<file path="config.mk">
export PLATFORM = sky130hd
export DESIGN_NAME = picorv32_axi_bridge_flat
export DESIGN_NICKNAME = d
export VERILOG_FILES = /design/src/rtl/picorv32_axi_pkg.sv /design/src/rtl/picorv32_axi_bridge_if.sv /design/src/rtl/picorv32_axi_bridge_trace.sv /design/src/rtl/picorv32_axi_bridge.sv /design/src/flat_wrapper.sv
export SDC_FILE = /design/constraint.sdc
export NUM_CORES = 1
export LEC_CHECK = 0
export ABC_CLOCK_PERIOD_IN_PS = 1200
export BUFFER_PORTS_ARGS = -buffer_cell sky130_fd_sc_hd__buf_2
export CAP_MARGIN = 10
export CORE_AREA = 2 2 114 116
export CTS_BUF_LIST = sky130_fd_sc_hd__clkbuf_16
export DETAILED_ROUTE_END_ITERATION = 10
export DIE_AREA = 0 0 116 118
export PLACE_DENSITY_LB_ADDON = 0.25
export SLEW_MARGIN = 5
export SYNTH_ARGS = -nofsm -noshare
export SYNTH_HDL_FRONTEND = slang
export SYNTH_HIERARCHICAL = 1
export SYNTH_SLANG_ARGS = --single-unit
</file>
<file path="constraint.sdc">
create_clock -name clk -period 1.2 [get_ports clk]
set_input_delay 0.06 -clock clk [delete_from_list [all_inputs] [get_ports clk]]
set_output_delay 0.06 -clock clk [all_outputs]
set_load 0.02 [all_outputs]
</file>
<file path="src/rtl/picorv32_axi_pkg.sv">
// rtl/picorv32_axi_pkg.sv - shared constants for the picorv32 AXI4-Lite bridge
package picorv32_axi_pkg;

  localparam logic [2:0] PROT_INSN = 3'b100;
  localparam logic [2:0] PROT_DATA = 3'b000;

  localparam int TRACE_W         = 36;
  localparam int TRACE_BIT_WRITE = 35;
  localparam int TRACE_BIT_INSN  = 34;

  function automatic logic [TRACE_W-1:0] trace_word(input logic        is_write,
                                                    input logic        instr,
                                                    input logic [31:0] data);
    logic [TRACE_W-1:0] w;
    w                  = '0;
    w[TRACE_BIT_WRITE] = is_write;
    w[TRACE_BIT_INSN]  = instr;
    w[31:0]            = data;
    return w;
  endfunction

endpackage

</file>
<file path="src/rtl/picorv32_axi_bridge_if.sv">
// rtl/picorv32_axi_bridge_if.sv - AXI4-Lite bus bundle with master/slave views
interface picorv32_axi_bridge_if;

  logic        awvalid;
  logic        awready;
  logic [31:0] awaddr;
  logic [2:0]  awprot;

  logic        wvalid;
  logic        wready;
  logic [31:0] wdata;
  logic [3:0]  wstrb;

  logic        bvalid;
  logic        bready;

  logic        arvalid;
  logic        arready;
  logic [31:0] araddr;
  logic [2:0]  arprot;

  logic        rvalid;
  logic        rready;
  logic [31:0] rdata;

  modport master (
    output awvalid, awaddr, awprot, wvalid, wdata, wstrb, bready,
           arvalid, araddr, arprot, rready,
    input  awready, wready, bvalid, arready, rvalid, rdata
  );

  modport slave (
    input  awvalid, awaddr, awprot, wvalid, wdata, wstrb, bready,
           arvalid, araddr, arprot, rready,
    output awready, wready, bvalid, arready, rvalid, rdata
  );

endinterface

</file>
<file path="src/rtl/picorv32_axi_bridge_trace.sv">
// rtl/picorv32_axi_bridge_trace.sv - registers one trace word per completed transfer
module picorv32_axi_bridge_trace
  import picorv32_axi_pkg::*;
(
  input  logic               clk,
  input  logic               reset,
  input  logic               mem_ready,
  input  logic               is_write,
  input  logic               mem_instr,
  input  logic [31:0]        mem_wdata,
  input  logic [31:0]        mem_rdata,
  output logic               trace_valid,
  output logic [TRACE_W-1:0] trace_data
);

  always_ff @(posedge clk or posedge reset) begin
    if (reset) begin
      trace_valid <= 1'b0;
      trace_data  <= '0;
    end else begin
      trace_valid <= mem_ready;
      if (mem_ready)
        trace_data <= trace_word(is_write, mem_instr, is_write ? mem_wdata : mem_rdata);
    end
  end

endmodule

</file>
<file path="src/rtl/picorv32_axi_bridge.sv">
// rtl/picorv32_axi_bridge.sv - native memory port to AXI4-Lite master; trace via PICORV32_AXI_BRIDGE_TRACE_EN
module picorv32_axi_bridge
  import picorv32_axi_pkg::*;
#(
  parameter logic [2:0] INSN_PROT = PROT_INSN,
  parameter logic [2:0] DATA_PROT = PROT_DATA
) (
  input  logic                  clk,
  input  logic                  reset,
  input  logic                  mem_valid,
  input  logic                  mem_instr,
  output logic                  mem_ready,
  input  logic [31:0]           mem_addr,
  input  logic [31:0]           mem_wdata,
  input  logic [3:0]            mem_wstrb,
  output logic [31:0]           mem_rdata,
  picorv32_axi_bridge_if.master axi,
  output logic                  trace_valid,
  output logic [TRACE_W-1:0]    trace_data
);

  logic is_write;
  logic is_read;
  logic ack_aw;
  logic ack_w;
  logic ack_ar;

  assign is_write = mem_valid && (mem_wstrb != 4'b0000);
  assign is_read  = mem_valid && (mem_wstrb == 4'b0000);

  // Flags remember which channels already handshook so no valid is re-raised
  always_ff @(posedge clk or posedge reset) begin
    if (reset) begin
      ack_aw <= 1'b0;
      ack_w  <= 1'b0;
      ack_ar <= 1'b0;
    end else if (!mem_valid || mem_ready) begin
      ack_aw <= 1'b0;
      ack_w  <= 1'b0;
      ack_ar <= 1'b0;
    end else begin
      if (axi.awvalid && axi.awready) ack_aw <= 1'b1;
      if (axi.wvalid  && axi.wready)  ack_w  <= 1'b1;
      if (axi.arvalid && axi.arready) ack_ar <= 1'b1;
    end
  end

  assign axi.awvalid = !reset && is_write && !ack_aw;
  assign axi.wvalid  = !reset && is_write && !ack_w;
  assign axi.arvalid = !reset && is_read  && !ack_ar;
  assign axi.bready  = !reset && mem_valid;
  assign axi.rready  = !reset && mem_valid;

  assign axi.awaddr  = mem_addr;
  assign axi.araddr  = mem_addr;
  assign axi.wdata   = mem_wdata;
  assign axi.wstrb   = mem_wstrb;
  assign axi.arprot  = mem_instr ? INSN_PROT : DATA_PROT;
  assign axi.awprot  = DATA_PROT;

  assign mem_ready   = !reset && (axi.bvalid || axi.rvalid);
  assign mem_rdata   = axi.rdata;

`ifdef PICORV32_AXI_BRIDGE_TRACE_EN
  picorv32_axi_bridge_trace u_trace (
    .clk         (clk),
    .reset       (reset),
    .mem_ready   (mem_ready),
    .is_write    (is_write),
    .mem_instr   (mem_instr),
    .mem_wdata   (mem_wdata),
    .mem_rdata   (mem_rdata),
    .trace_valid (trace_valid),
    .trace_data  (trace_data)
  );
`else
  assign trace_valid = 1'b0;
  assign trace_data  = '0;
`endif

endmodule

</file>
<file path="src/flat_wrapper.sv">
// flat-port wrapper written by rule: the top's interface ports become plain ports
module picorv32_axi_bridge_flat import picorv32_axi_pkg::*;
#(
  parameter logic [2:0] INSN_PROT = PROT_INSN,
  parameter logic [2:0] DATA_PROT = PROT_DATA
)
  (clk, reset, mem_valid, mem_instr, mem_ready, mem_addr, mem_wdata, mem_wstrb, mem_rdata, trace_valid, trace_data, axi_awvalid, axi_awaddr, axi_awprot, axi_wvalid, axi_wdata, axi_wstrb, axi_bready, axi_arvalid, axi_araddr, axi_arprot, axi_rready, axi_awready, axi_wready, axi_bvalid, axi_arready, axi_rvalid, axi_rdata);
  picorv32_axi_bridge_if axi_i ();
  input  logic clk;
  input  logic reset;
  input  logic mem_valid;
  input  logic mem_instr;
  output logic mem_ready;
  input  logic [31:0] mem_addr;
  input  logic [31:0] mem_wdata;
  input  logic [3:0] mem_wstrb;
  output logic [31:0] mem_rdata;
  output logic trace_valid;
  output logic [TRACE_W-1:0] trace_data;
  output wire logic [$bits(axi_i.awvalid)-1:0] axi_awvalid;
  output wire logic [$bits(axi_i.awaddr)-1:0] axi_awaddr;
  output wire logic [$bits(axi_i.awprot)-1:0] axi_awprot;
  output wire logic [$bits(axi_i.wvalid)-1:0] axi_wvalid;
  output wire logic [$bits(axi_i.wdata)-1:0] axi_wdata;
  output wire logic [$bits(axi_i.wstrb)-1:0] axi_wstrb;
  output wire logic [$bits(axi_i.bready)-1:0] axi_bready;
  output wire logic [$bits(axi_i.arvalid)-1:0] axi_arvalid;
  output wire logic [$bits(axi_i.araddr)-1:0] axi_araddr;
  output wire logic [$bits(axi_i.arprot)-1:0] axi_arprot;
  output wire logic [$bits(axi_i.rready)-1:0] axi_rready;
  input wire logic [$bits(axi_i.awready)-1:0] axi_awready;
  input wire logic [$bits(axi_i.wready)-1:0] axi_wready;
  input wire logic [$bits(axi_i.bvalid)-1:0] axi_bvalid;
  input wire logic [$bits(axi_i.arready)-1:0] axi_arready;
  input wire logic [$bits(axi_i.rvalid)-1:0] axi_rvalid;
  input wire logic [$bits(axi_i.rdata)-1:0] axi_rdata;
  assign axi_awvalid = axi_i.awvalid;
  assign axi_awaddr = axi_i.awaddr;
  assign axi_awprot = axi_i.awprot;
  assign axi_wvalid = axi_i.wvalid;
  assign axi_wdata = axi_i.wdata;
  assign axi_wstrb = axi_i.wstrb;
  assign axi_bready = axi_i.bready;
  assign axi_arvalid = axi_i.arvalid;
  assign axi_araddr = axi_i.araddr;
  assign axi_arprot = axi_i.arprot;
  assign axi_rready = axi_i.rready;
  assign axi_i.awready = axi_awready;
  assign axi_i.wready = axi_wready;
  assign axi_i.bvalid = axi_bvalid;
  assign axi_i.arready = axi_arready;
  assign axi_i.rvalid = axi_rvalid;
  assign axi_i.rdata = axi_rdata;
  picorv32_axi_bridge #(.INSN_PROT(INSN_PROT), .DATA_PROT(DATA_PROT)) u_core (.clk(clk), .reset(reset), .mem_valid(mem_valid), .mem_instr(mem_instr), .mem_ready(mem_ready), .mem_addr(mem_addr), .mem_wdata(mem_wdata), .mem_wstrb(mem_wstrb), .mem_rdata(mem_rdata), .axi(axi_i), .trace_valid(trace_valid), .trace_data(trace_data));
endmodule
</file>
==> qor.csv <==
stage,metric,value,unit
timing,Period minus WS final,1100,ps
final_layout,Final #Nets,201,
drt,vias per cell,1.96,
run,max_cap viols,0,
grt,initial antenna violation count,0,
timing,Final Hold Fails,0,
clock_network,clock sink total,3,
logic_synthesis,Synth cell types,12,
final_layout,FF/Latch Area,75.1,um^2
critical_path,CP Max Fanout,3,
grt,GRT Overall Usage,3.62,%
grt,vias in the first global route,474,
place,GP Congestion,0.618,
place,HPWL Detailed,2.40,mm
critical_path,Crit Reg-Reg Startpoint,u_core/ack_w,
floorplan,die width,116,um
floorplan,row count,41,
logic_synthesis,leading post-synthesis cells by cell area,"buf_4 (88%), dfrtp_1 (5.0%), nor2_1 (2.0%)",
drt,Routed Antenna Nets,0,
critical_path,Worst R2R Path Depth,2,
drt,Detailed Route Iter0 Violations,15,
drt,Post-route DRC,0,
drt,Wirelength per Cell,10.4,um
final_layout,layout cells sized above 1,29.7,%
grt,largest net degree at the start of global routing,6,
worst_hold_path,Hold Path Cell Cnt,3,
floorplan,Initial Util,12.0,%
timing,setup TNS,0,ps
final_layout,layout filler cell count,1495,
timing,Final Max Tran Viols,0,
outcome,run status,"complete, no violations",
clock_network,Setup Buffers After CTS,0,
critical_path,worst endpoint data arrival time,1040,ps
final_layout,antenna cells,0,
timing,final setup fails,0,
place,IO buf count,21,
clock_network,CTS Root Cell,clkbuf_16,
power,Power Density,1120,nW/um^2
logic_synthesis,Mapped Cells,199,
critical_path,Critical Path Start Type,input port,
grt,first-pass GRT wire length,3.26,mm
grt,total grt overflow,0,
clock_network,PostCTS Resize Cnt,0,
place,Area after DPL,657,um^2
logic_synthesis,sequential area share after synthesis,5.03,%
power,LEAKAGE,0.358,nW
power,VDD IR max,287,uV
clock_network,clock slew at the register clock pins of the worst setup and hold paths,30,ps
logic_synthesis,post-synthesis average cell area,7.51,um^2
logic_synthesis,number of synthesized register bits,3,
clock_network,CTS tree,built,
final_layout,"Area growth, synth to finish",-50.1,%
drt,Total Wirelength,2.74,mm
floorplan,area of the core,12400,um^2
clock_network,cts bufs inserted,3,
floorplan,die footprint,13700,um^2
worst_hold_path,HP Class,input port to flop,
timing,worst slew pin tran,502,ps
clock_network,CTS Buffer Depth,2,
critical_path,crit path kind,input port to primary output,
floorplan,Vert. Die Dim,118,um
logic_synthesis,Synth Warn #,6,
clock_network,cts-stage hold buffer count,1,
final_layout,final instance area,746,um^2
critical_path,CP endpoint kind,primary output,
critical_path,Critical Path Source,mem_wstrb[1],
floorplan,# IOs,290,
logic_synthesis,Synth top area share,88.4,%
logic_synthesis,"area leader, netlist",buf_4,
critical_path,WP data required,1140,ps
worst_hold_path,hold wc startpoint,axi_awready,
clock_network,Clock Latency Late Sink,220,ps
drt,Initial DRT Pass Iterations,4,
timing,Final Cycle Share,91.4,%
logic_synthesis,Post-Syn Area,1490,um^2
timing,FMAX,912,MHz
drt,via count,515,
timing,Setup Skew,0,ps
timing,RSZ-0062 raised after global routing,no,
clock_network,CTS H-tree depth,1,
timing,Rel. slew slack,66.2,%
power,Tot Pwr,0.000838,W
final_layout,area of the multi-input gates,243,um^2
## metrics by stage
step | utilization (%) | std cells | setup slack, ps | hold slack [ps]
6_report | 6.01 | 263 | 103 | 111
5_1_grt | 6.01 | 263 | 14.8 | 120
4_1_cts | 6.01 | 263 | 94.1 | 120
3_5_place_dp | 5.29 | 258 | 94.6 | -18.4
3_3_place_gp | 5.29 | 258 | 90.5 | -17.2
2_1_floorplan | - | 240 | 276 | -186
## kinds of logic after synthesis
group	count (synthesis)	synth area share [%]
buf+inv	178	89.0
simple gates	13	4.10
compound gates	4	1.59
flops	3	5.02
other cells	1	0.251
## area by class of cell
type / count / share of cell area (%)
Multi-Input combinational cell: 59 / 32.6
Sequential cell: 3 / 10.1
Tap cell: 172 / 28.9
Inverter: 1 / 0.503
Clock buffer: 3 / 10.1
Timing Repair Buffer: 24 / 17.4
Clock inverter: 1 / 0.503
## report_power, final
part / switching [W] / total (W) / internal (W)
Clock: 0.0000899 / 0.000519 / 0.000429
Sequential: 0.00000179 / 0.000106 / 0.000104
Combinational: 0.000176 / 0.000213 / 0.0000367
Total: 0.000268 / 0.000838 / 0.000570
## worst paths after layout
kind                       slack, ps             to
max                              100    axi_awvalid
min                              110  u_core/ack_aw
max reg2reg                      470   u_core/ack_w
min reg2reg                      510  u_core/ack_ar
max in group asynchronous        760  u_core/ack_aw
min in group asynchronous        300  u_core/ack_ar
## worst max-delay path: stages
cell and delay, ps:
buf_2 110, or4_4 540, nand2_1 110, nor2_1 50, buf_2 150
## cells in the mapped netlist, drive strengths merged
cell type  count
buf          177
nor2b          1
nand2          2
or4            1
nor4           1
nor2           8
dfrtp          3
conb           1
inv            1
a31oi          3
o21ai          1
## layer usage
metal | vias to the layer above | share of wire, % | track usage, % | routed length (um)
met4 | 0 | 20 | 8.41 | 538
met3 | 66 | 21 | 2.68 | 564
met2 | 86 | 41 | 4.39 | 1110
li1 | 172 | - | - | -
met5 | - | 0 | 0 | 0
met1 | 191 | 19 | 1.83 | 524
## cells in the final DEF, fill, tap and decap left out
| master | netlist | routed |
|---|---|---|
| a31oi_1 | 3 | 3 |
| nor2b_1 | 1 | 1 |
| or4_4 | 1 | 1 |
| dfrtp_1 | 3 | 3 |
| buf_2 | 1 | 21 |
| buf_4 | 176 | 2 |
| nor2_1 | 8 | 8 |
| dlygate4sd3_1 | 0 | 1 |
| nor4_1 | 1 | 1 |
| inv_1 | 1 | 2 |
| clkbuf_16 | 0 | 3 |
| nand2_1 | 2 | 2 |
| o21ai_0 | 1 | 1 |
| conb_1 | 1 | 42 |
## state kept, by name, summed over array words and instances (netlist names)
| signal | cells |
|---|---|
| u_core/ack_ar | 1 |
| u_core/ack_aw | 1 |
| u_core/ack_w | 1 |
Power figures use the tool's default switching activity.
